[src/rtl/alu_sweep_sequencer_if.sv]
// Handshake/bus bundle between the sweep sequencer, the mini-ALU mux and the
// result consumer.
interface alu_sweep_sequencer_if #(
  parameter int WIDTH = 5,
  parameter int SEL_W = 3
);
  logic             start;
  logic [WIDTH-1:0] op_a;
  logic [WIDTH-1:0] op_b;
  logic [WIDTH-1:0] mux_ina;
  logic [WIDTH-1:0] mux_inb;
  logic [SEL_W-1:0] mux_sel;
  logic [WIDTH-1:0] mux_out;
  logic             res_valid;
  logic             res_ready;
  logic [SEL_W-1:0] res_sel;
  logic [WIDTH-1:0] res_data;
  logic             busy;
  logic             done;

  modport master (
    input  start, op_a, op_b, mux_out, res_ready,
    output mux_ina, mux_inb, mux_sel, res_valid, res_sel, res_data, busy, done
  );

  modport slave (
    output start, op_a, op_b, mux_out, res_ready,
    input  mux_ina, mux_inb, mux_sel, res_valid, res_sel, res_data, busy, done
  );
endinterface

[src/rtl/alu_sweep_sequencer.sv]
// Steps the mini-ALU mux select through NUM_OPS codes on latched operands and
// streams one {sel,result} record per code over a valid/ready handshake.
module alu_sweep_sequencer #(
  parameter int WIDTH       = 5,
  parameter int SEL_W       = 3,
  parameter int NUM_OPS     = 8,
  parameter int HOLD_CYCLES = 4
) (
  input  logic                 i_clk,
  input  logic                 i_rst,
  alu_sweep_sequencer_if.master io_seq
);

  // state | meaning
  // IDLE  | waiting for start
  // HOLD  | mux_sel settling; sample mux_out on terminal count
  // EMIT  | record presented, waiting for res_ready
  // FIN   | one-cycle done pulse
  typedef enum logic [1:0] {
    S_IDLE = 2'd0,
    S_HOLD = 2'd1,
    S_EMIT = 2'd2,
    S_FIN  = 2'd3
  } state_t;

  localparam int CNT_W = (HOLD_CYCLES > 1) ? $clog2(HOLD_CYCLES) : 1;
  localparam logic [CNT_W-1:0] HOLD_LOAD = CNT_W'(HOLD_CYCLES - 1);
  localparam logic [SEL_W-1:0] SEL_LAST  = SEL_W'(NUM_OPS - 1);

  state_t           r_state;
  state_t           w_state_nxt;
  logic [CNT_W-1:0] r_hold_cnt;
  logic [WIDTH-1:0] r_mux_ina;
  logic [WIDTH-1:0] r_mux_inb;
  logic [SEL_W-1:0] r_mux_sel;
  logic [SEL_W-1:0] r_res_sel;
  logic [WIDTH-1:0] r_res_data;
  logic             r_res_valid;
  logic             w_hold_tc;
  logic             w_last_sel;
  logic             w_xfer;

  // Hold timer is a down-counter; sampling happens on its terminal count.
  assign w_hold_tc  = (r_hold_cnt == '0);
  assign w_last_sel = (r_mux_sel == SEL_LAST);
  assign w_xfer     = r_res_valid && io_seq.res_ready;

  always_ff @(posedge i_clk) begin
    if (i_rst) r_state <= S_IDLE;
    else       r_state <= w_state_nxt;
  end

  always_comb begin
    w_state_nxt = r_state;
    case (r_state)
      S_IDLE: if (io_seq.start) w_state_nxt = S_HOLD;
      S_HOLD: if (w_hold_tc)    w_state_nxt = S_EMIT;
      S_EMIT: if (w_xfer)       w_state_nxt = w_last_sel ? S_FIN : S_HOLD;
      S_FIN:                    w_state_nxt = S_IDLE;
      default:                  w_state_nxt = S_IDLE;
    endcase
  end

  always_ff @(posedge i_clk) begin
    if (i_rst) begin
      r_hold_cnt  <= '0;
      r_mux_ina   <= '0;
      r_mux_inb   <= '0;
      r_mux_sel   <= '0;
      r_res_sel   <= '0;
      r_res_data  <= '0;
      r_res_valid <= 1'b0;
    end else begin
      case (r_state)
        S_IDLE: begin
          if (io_seq.start) begin
            r_mux_ina  <= io_seq.op_a;
            r_mux_inb  <= io_seq.op_b;
            r_mux_sel  <= '0;
            r_hold_cnt <= HOLD_LOAD;
          end
        end
        S_HOLD: begin
          if (w_hold_tc) begin
            r_res_data  <= io_seq.mux_out;
            r_res_sel   <= r_mux_sel;
            r_res_valid <= 1'b1;
          end else begin
            r_hold_cnt <= r_hold_cnt - 1'b1;
          end
        end
        S_EMIT: begin
          if (w_xfer) begin
            r_res_valid <= 1'b0;
            if (!w_last_sel) begin
              r_mux_sel  <= r_mux_sel + SEL_W'(1);
              r_hold_cnt <= HOLD_LOAD;
            end
          end
        end
        default: ;
      endcase
    end
  end

  assign io_seq.mux_ina   = r_mux_ina;
  assign io_seq.mux_inb   = r_mux_inb;
  assign io_seq.mux_sel   = r_mux_sel;
  assign io_seq.res_valid = r_res_valid;
  assign io_seq.res_sel   = r_res_sel;
  assign io_seq.res_data  = r_res_data;
  assign io_seq.busy      = (r_state != S_IDLE);
  assign io_seq.done      = (r_state == S_FIN);

endmodule

[src/flat_wrapper.sv]
// flat-port wrapper written by rule: the top's interface ports become plain ports
module alu_sweep_sequencer_flat 
#(
  parameter int WIDTH       = 5,
  parameter int SEL_W       = 3,
  parameter int NUM_OPS     = 8,
  parameter int HOLD_CYCLES = 4
)
  (i_clk, i_rst, io_seq_start, io_seq_op_a, io_seq_op_b, io_seq_mux_out, io_seq_res_ready, io_seq_mux_ina, io_seq_mux_inb, io_seq_mux_sel, io_seq_res_valid, io_seq_res_sel, io_seq_res_data, io_seq_busy, io_seq_done);
  alu_sweep_sequencer_if #(.WIDTH(WIDTH), .SEL_W(SEL_W)) io_seq_i ();
  input  logic i_clk;
  input  logic i_rst;
  input wire logic [$bits(io_seq_i.start)-1:0] io_seq_start;
  input wire logic [$bits(io_seq_i.op_a)-1:0] io_seq_op_a;
  input wire logic [$bits(io_seq_i.op_b)-1:0] io_seq_op_b;
  input wire logic [$bits(io_seq_i.mux_out)-1:0] io_seq_mux_out;
  input wire logic [$bits(io_seq_i.res_ready)-1:0] io_seq_res_ready;
  output wire logic [$bits(io_seq_i.mux_ina)-1:0] io_seq_mux_ina;
  output wire logic [$bits(io_seq_i.mux_inb)-1:0] io_seq_mux_inb;
  output wire logic [$bits(io_seq_i.mux_sel)-1:0] io_seq_mux_sel;
  output wire logic [$bits(io_seq_i.res_valid)-1:0] io_seq_res_valid;
  output wire logic [$bits(io_seq_i.res_sel)-1:0] io_seq_res_sel;
  output wire logic [$bits(io_seq_i.res_data)-1:0] io_seq_res_data;
  output wire logic [$bits(io_seq_i.busy)-1:0] io_seq_busy;
  output wire logic [$bits(io_seq_i.done)-1:0] io_seq_done;
  assign io_seq_i.start = io_seq_start;
  assign io_seq_i.op_a = io_seq_op_a;
  assign io_seq_i.op_b = io_seq_op_b;
  assign io_seq_i.mux_out = io_seq_mux_out;
  assign io_seq_i.res_ready = io_seq_res_ready;
  assign io_seq_mux_ina = io_seq_i.mux_ina;
  assign io_seq_mux_inb = io_seq_i.mux_inb;
  assign io_seq_mux_sel = io_seq_i.mux_sel;
  assign io_seq_res_valid = io_seq_i.res_valid;
  assign io_seq_res_sel = io_seq_i.res_sel;
  assign io_seq_res_data = io_seq_i.res_data;
  assign io_seq_busy = io_seq_i.busy;
  assign io_seq_done = io_seq_i.done;
  alu_sweep_sequencer #(.WIDTH(WIDTH), .SEL_W(SEL_W), .NUM_OPS(NUM_OPS), .HOLD_CYCLES(HOLD_CYCLES)) u_core (.i_clk(i_clk), .i_rst(i_rst), .io_seq(io_seq_i));
endmodule
[config.mk]
export PLATFORM = sky130hd
export DESIGN_NAME = alu_sweep_sequencer_flat
export DESIGN_NICKNAME = d
export VERILOG_FILES = /design/src/rtl/alu_sweep_sequencer_if.sv /design/src/rtl/alu_sweep_sequencer.sv /design/src/flat_wrapper.sv
export SDC_FILE = /design/constraint.sdc
export NUM_CORES = 1
export LEC_CHECK = 0
export ABC_AREA = 1
export BUFFER_PORTS_ARGS = -buffer_cell sky130_fd_sc_hd__buf_2
export CORE_MARGIN = 5
export CORE_UTILIZATION = 25
export DETAILED_ROUTE_END_ITERATION = 7
export GPL_TIMING_DRIVEN = 0
export SYNTH_ARGS = -nofsm -noshare
export SYNTH_HDL_FRONTEND = slang
export SYNTH_SLANG_ARGS = --single-unit
[constraint.sdc]
create_clock -name i_clk -period 1.4 [get_ports i_clk]
set_clock_uncertainty 0.15 [all_clocks]
set_input_delay 0.28 -clock i_clk [delete_from_list [all_inputs] [get_ports i_clk]]
set_output_delay 0.28 -clock i_clk [all_outputs]
set_load 0.01 [all_outputs]
==> flow_summary.json <==
{
  "ir_drop_v": 0.0005199,
  "yosysSeqAreaShare": 0.4602,
  "fin_ws_ps": -2.211,
  "clockBufferDepth": 2,
  "total_power_w": 0.002132,
  "setup.worst_path.end_class": "flip-flop",
  "syn_area_um2": 1131,
  "wl_um": 2913,
  "n_antenna_cell": 0,
  "layout_commonest_cell": "buf_2",
  "port_buffers": 42,
  "r2r_cells": 6,
  "ctsHoldBuffers": 0,
  "met1_usage": 0.1213,
  "grtUsageTotal": 0.09918,
  "cts_buffers": 3,
  "cts.sink_count": 26,
  "maxSlewViolCount": 0,
  "drc": 0,
  "top_usage_layer": "met2",
  "gp_congestion": 0.7678,
  "mostFrequentLayoutCells": "buf_2 (41), nor2_1 (25), dfxtp_1 (22)",
  "die_h_um": 77.27,
  "r2r_slack_ps": -2,
  "drv_cap": 0,
  "startpoint_type": "flip-flop",
  "grt_pass1_vias": 1126,
  "crit_required_ps": 1430,
  "synth-seq-cells": 26,
  "syn_area_per_cell_um2": 7.694,
  "hold_path_class": "primary input to flip-flop",
  "violations": "setup timing",
  "crit_type": "flip-flop to flip-flop",
  "synth.area.top_cells": "dfxtp_1 (46%), nand2_1 (9.3%), nor2_1 (8.3%)",
  "fin_tns_setup_ps": -2.211,
  "grt_max_degree": 15,
  "fin_nets": 226,
  "maxSlewHeadroom": 0.5608,
  "whs_path_depth": 2,
  "place_area_um2": 1420,
  "grt_pass1_wl_um": 4919,
  "yosysUniqueCellTypes": 24,
  "ys_warn_count": 0,
  "fmax_ghz": 0.7132,
  "synthToLayoutAreaGrowth_pct": 49.45,
  "vias": 1108,
  "p_leak_nw": 0.7916,
  "cts_tree": "yes",
  "die-area_um2": 5970,
  "hold_viol_final": 0,
  "grt_overflow_total": 0,
  "cp_max_fo": 4,
  "syn_nets": 169,
  "met2_usage": 0.1658,
  "status": "complete, but fails checks",
  "hold_slack_ps": 65.59,
  "fin_crit_sh": 1.002,
  "clk-insertion-delay-late_ps": 270,
  "drt_pass1_iterations": 4,
  "hpwlAfterDp_um": 2011,
  "ioPinCount": 43,
  "yosys.area.top_type": "dfxtp_1",
  "setup_viol": 1,
  "period_needed_ps": 1402,
  "clk_pin_slew_worst_paths_ps": 90,
  "start_util": 0.2580,
  "yosys.area_share.adder": 0.03319,
  "fin_area_um2": 1690,
  "core_um2": 4384,
  "worst_pin_slew_ps": 658.8,
  "h-tree-depth": 1,
  "synthMuxAreaShare": 0,
  "p_per_area_nw_per_um2": 1261,
  "antenna_found_initial": 0,
  "drt-vias-per-instance": 4.345,
  "die_w_um": 77.27,
  "drive_above_1_share": 0.5074,
  "synth_simple_gate_area_frac": 0.2754,
  "synth_top_area_frac": 0.4602,
  "arrival_ps": 1430,
  "synth-xor-area-share": 0,
  "drtIter0Drc": 17,
  "clockRootBuffer": "clkbuf_8",
  "fillers": 452,
  "use_met3": 0.01874,
  "synth_compound_gate_area_share": 0.1416,
  "ant_nets": 0,
  "netlist_instances": 147,
  "wl_per_cell_um": 11.42,
  "utilization": 0.3856,
  "rsz0062_at_grt": "yes",
  "row_count": 24,
  "synth_top_family_by_area": "simple AND/OR/NAND/NOR gates"
}
## final cells by class
type | count | area (um^2) | area share
Sequential cell | 26 | 535.5 | 0.3168
Clock buffer | 4 | 55.05 | 0.03257
Inverter | 17 | 75.07 | 0.04441
Timing Repair Buffer | 53 | 310.3 | 0.1836
Multi-Input combinational cell | 99 | 619.3 | 0.3664
Buffer | 4 | 30.03 | 0.01776
Tap cell | 52 | 65.06 | 0.03849
## stage by stage
stage                     setup slack [ps]  cells
after floorplan                      7.100    147
after detailed placement            -70.67    241
after global placement              -69.32    241
after global routing                -90.18    255
final                               -2.211    255
after CTS                           -21.74    252
## Yosys cell counts
master and instances:
o21ai_0 12, nor2_1 25, inv_2 4, nand3_1 4, dfxtp_1 26, a21oi_1 7
or2_2 1, nand2_1 28, o21bai_1 1, nand2_4 1, nand2_2 2, inv_1 13
nand3_2 1, buf_4 1, nor2_2 1, clkbuf_1 1, nand4_1 3, a21oi_2 6
o21ai_1 1, nor2_4 2, buf_6 2, buf_1 1, nor3_1 1, ha_1 3
## sequential cells by signal, indices dropped and copies added (netlist names)
register	count
u_core.io_seq.mux_ina	5
u_core.io_seq.mux_inb	5
u_core.io_seq.mux_sel	3
u_core.io_seq.res_data	5
u_core.io_seq.res_sel	3
u_core.io_seq.res_valid	1
u_core.r_hold_cnt	2
u_core.r_state	2
## what timing repair did
action                     in CTS  in global routing
cloned                          0                  1
hold endpoints to repair        0                  0
buffers inserted                7                  3
setup endpoints to repair       7                 25
gates resized for setup        10                 41
pin swaps                       5                 17
## worst max-delay path, stage by stage (launching register included)
cell and delay, ps:
dfxtp_4 360, ha_4 160, ha_4 170, a21oi_4 140, nand3_2 120, o21bai_1 160, nor2_1 50
## power by group
group	switching, W	internal, W	total (W)	leakage (nW)
Clock	0.000244	0.000252	0.000495	0.0288
Combinational	0.000387	0.000332	0.000719	0.546
Sequential	0.0000769	0.000840	0.000917	0.217
## cells by family after synthesis
logic type / after synthesis
flops: 26
compound gates: 27
simple gates: 69
buf+inv: 22
fa+ha+maj: 3
## metal layers
metal | vias up | part of all wire
li1 | 578 | -
met1 | 505 | 0.45
met2 | 21 | 0.49
met3 | 4 | 0.036
met4 | 0 | 0.022
met5 | - | 0
## path summary, 6_finish.rpt
| kind | from | end |
|---|---|---|
| worst max-delay path | u_core.io_seq.mux_sel[0] | u_core.io_seq.mux_sel[0] |
| worst min-delay path | i_rst | u_core.io_seq.res_sel[1] |
| worst max register to register | u_core.io_seq.mux_sel[0] | u_core.io_seq.mux_sel[0] |
| worst min register to register | u_core.io_seq.res_data[2] | u_core.io_seq.res_data[2] |
(Power assumes the default switching activity.)
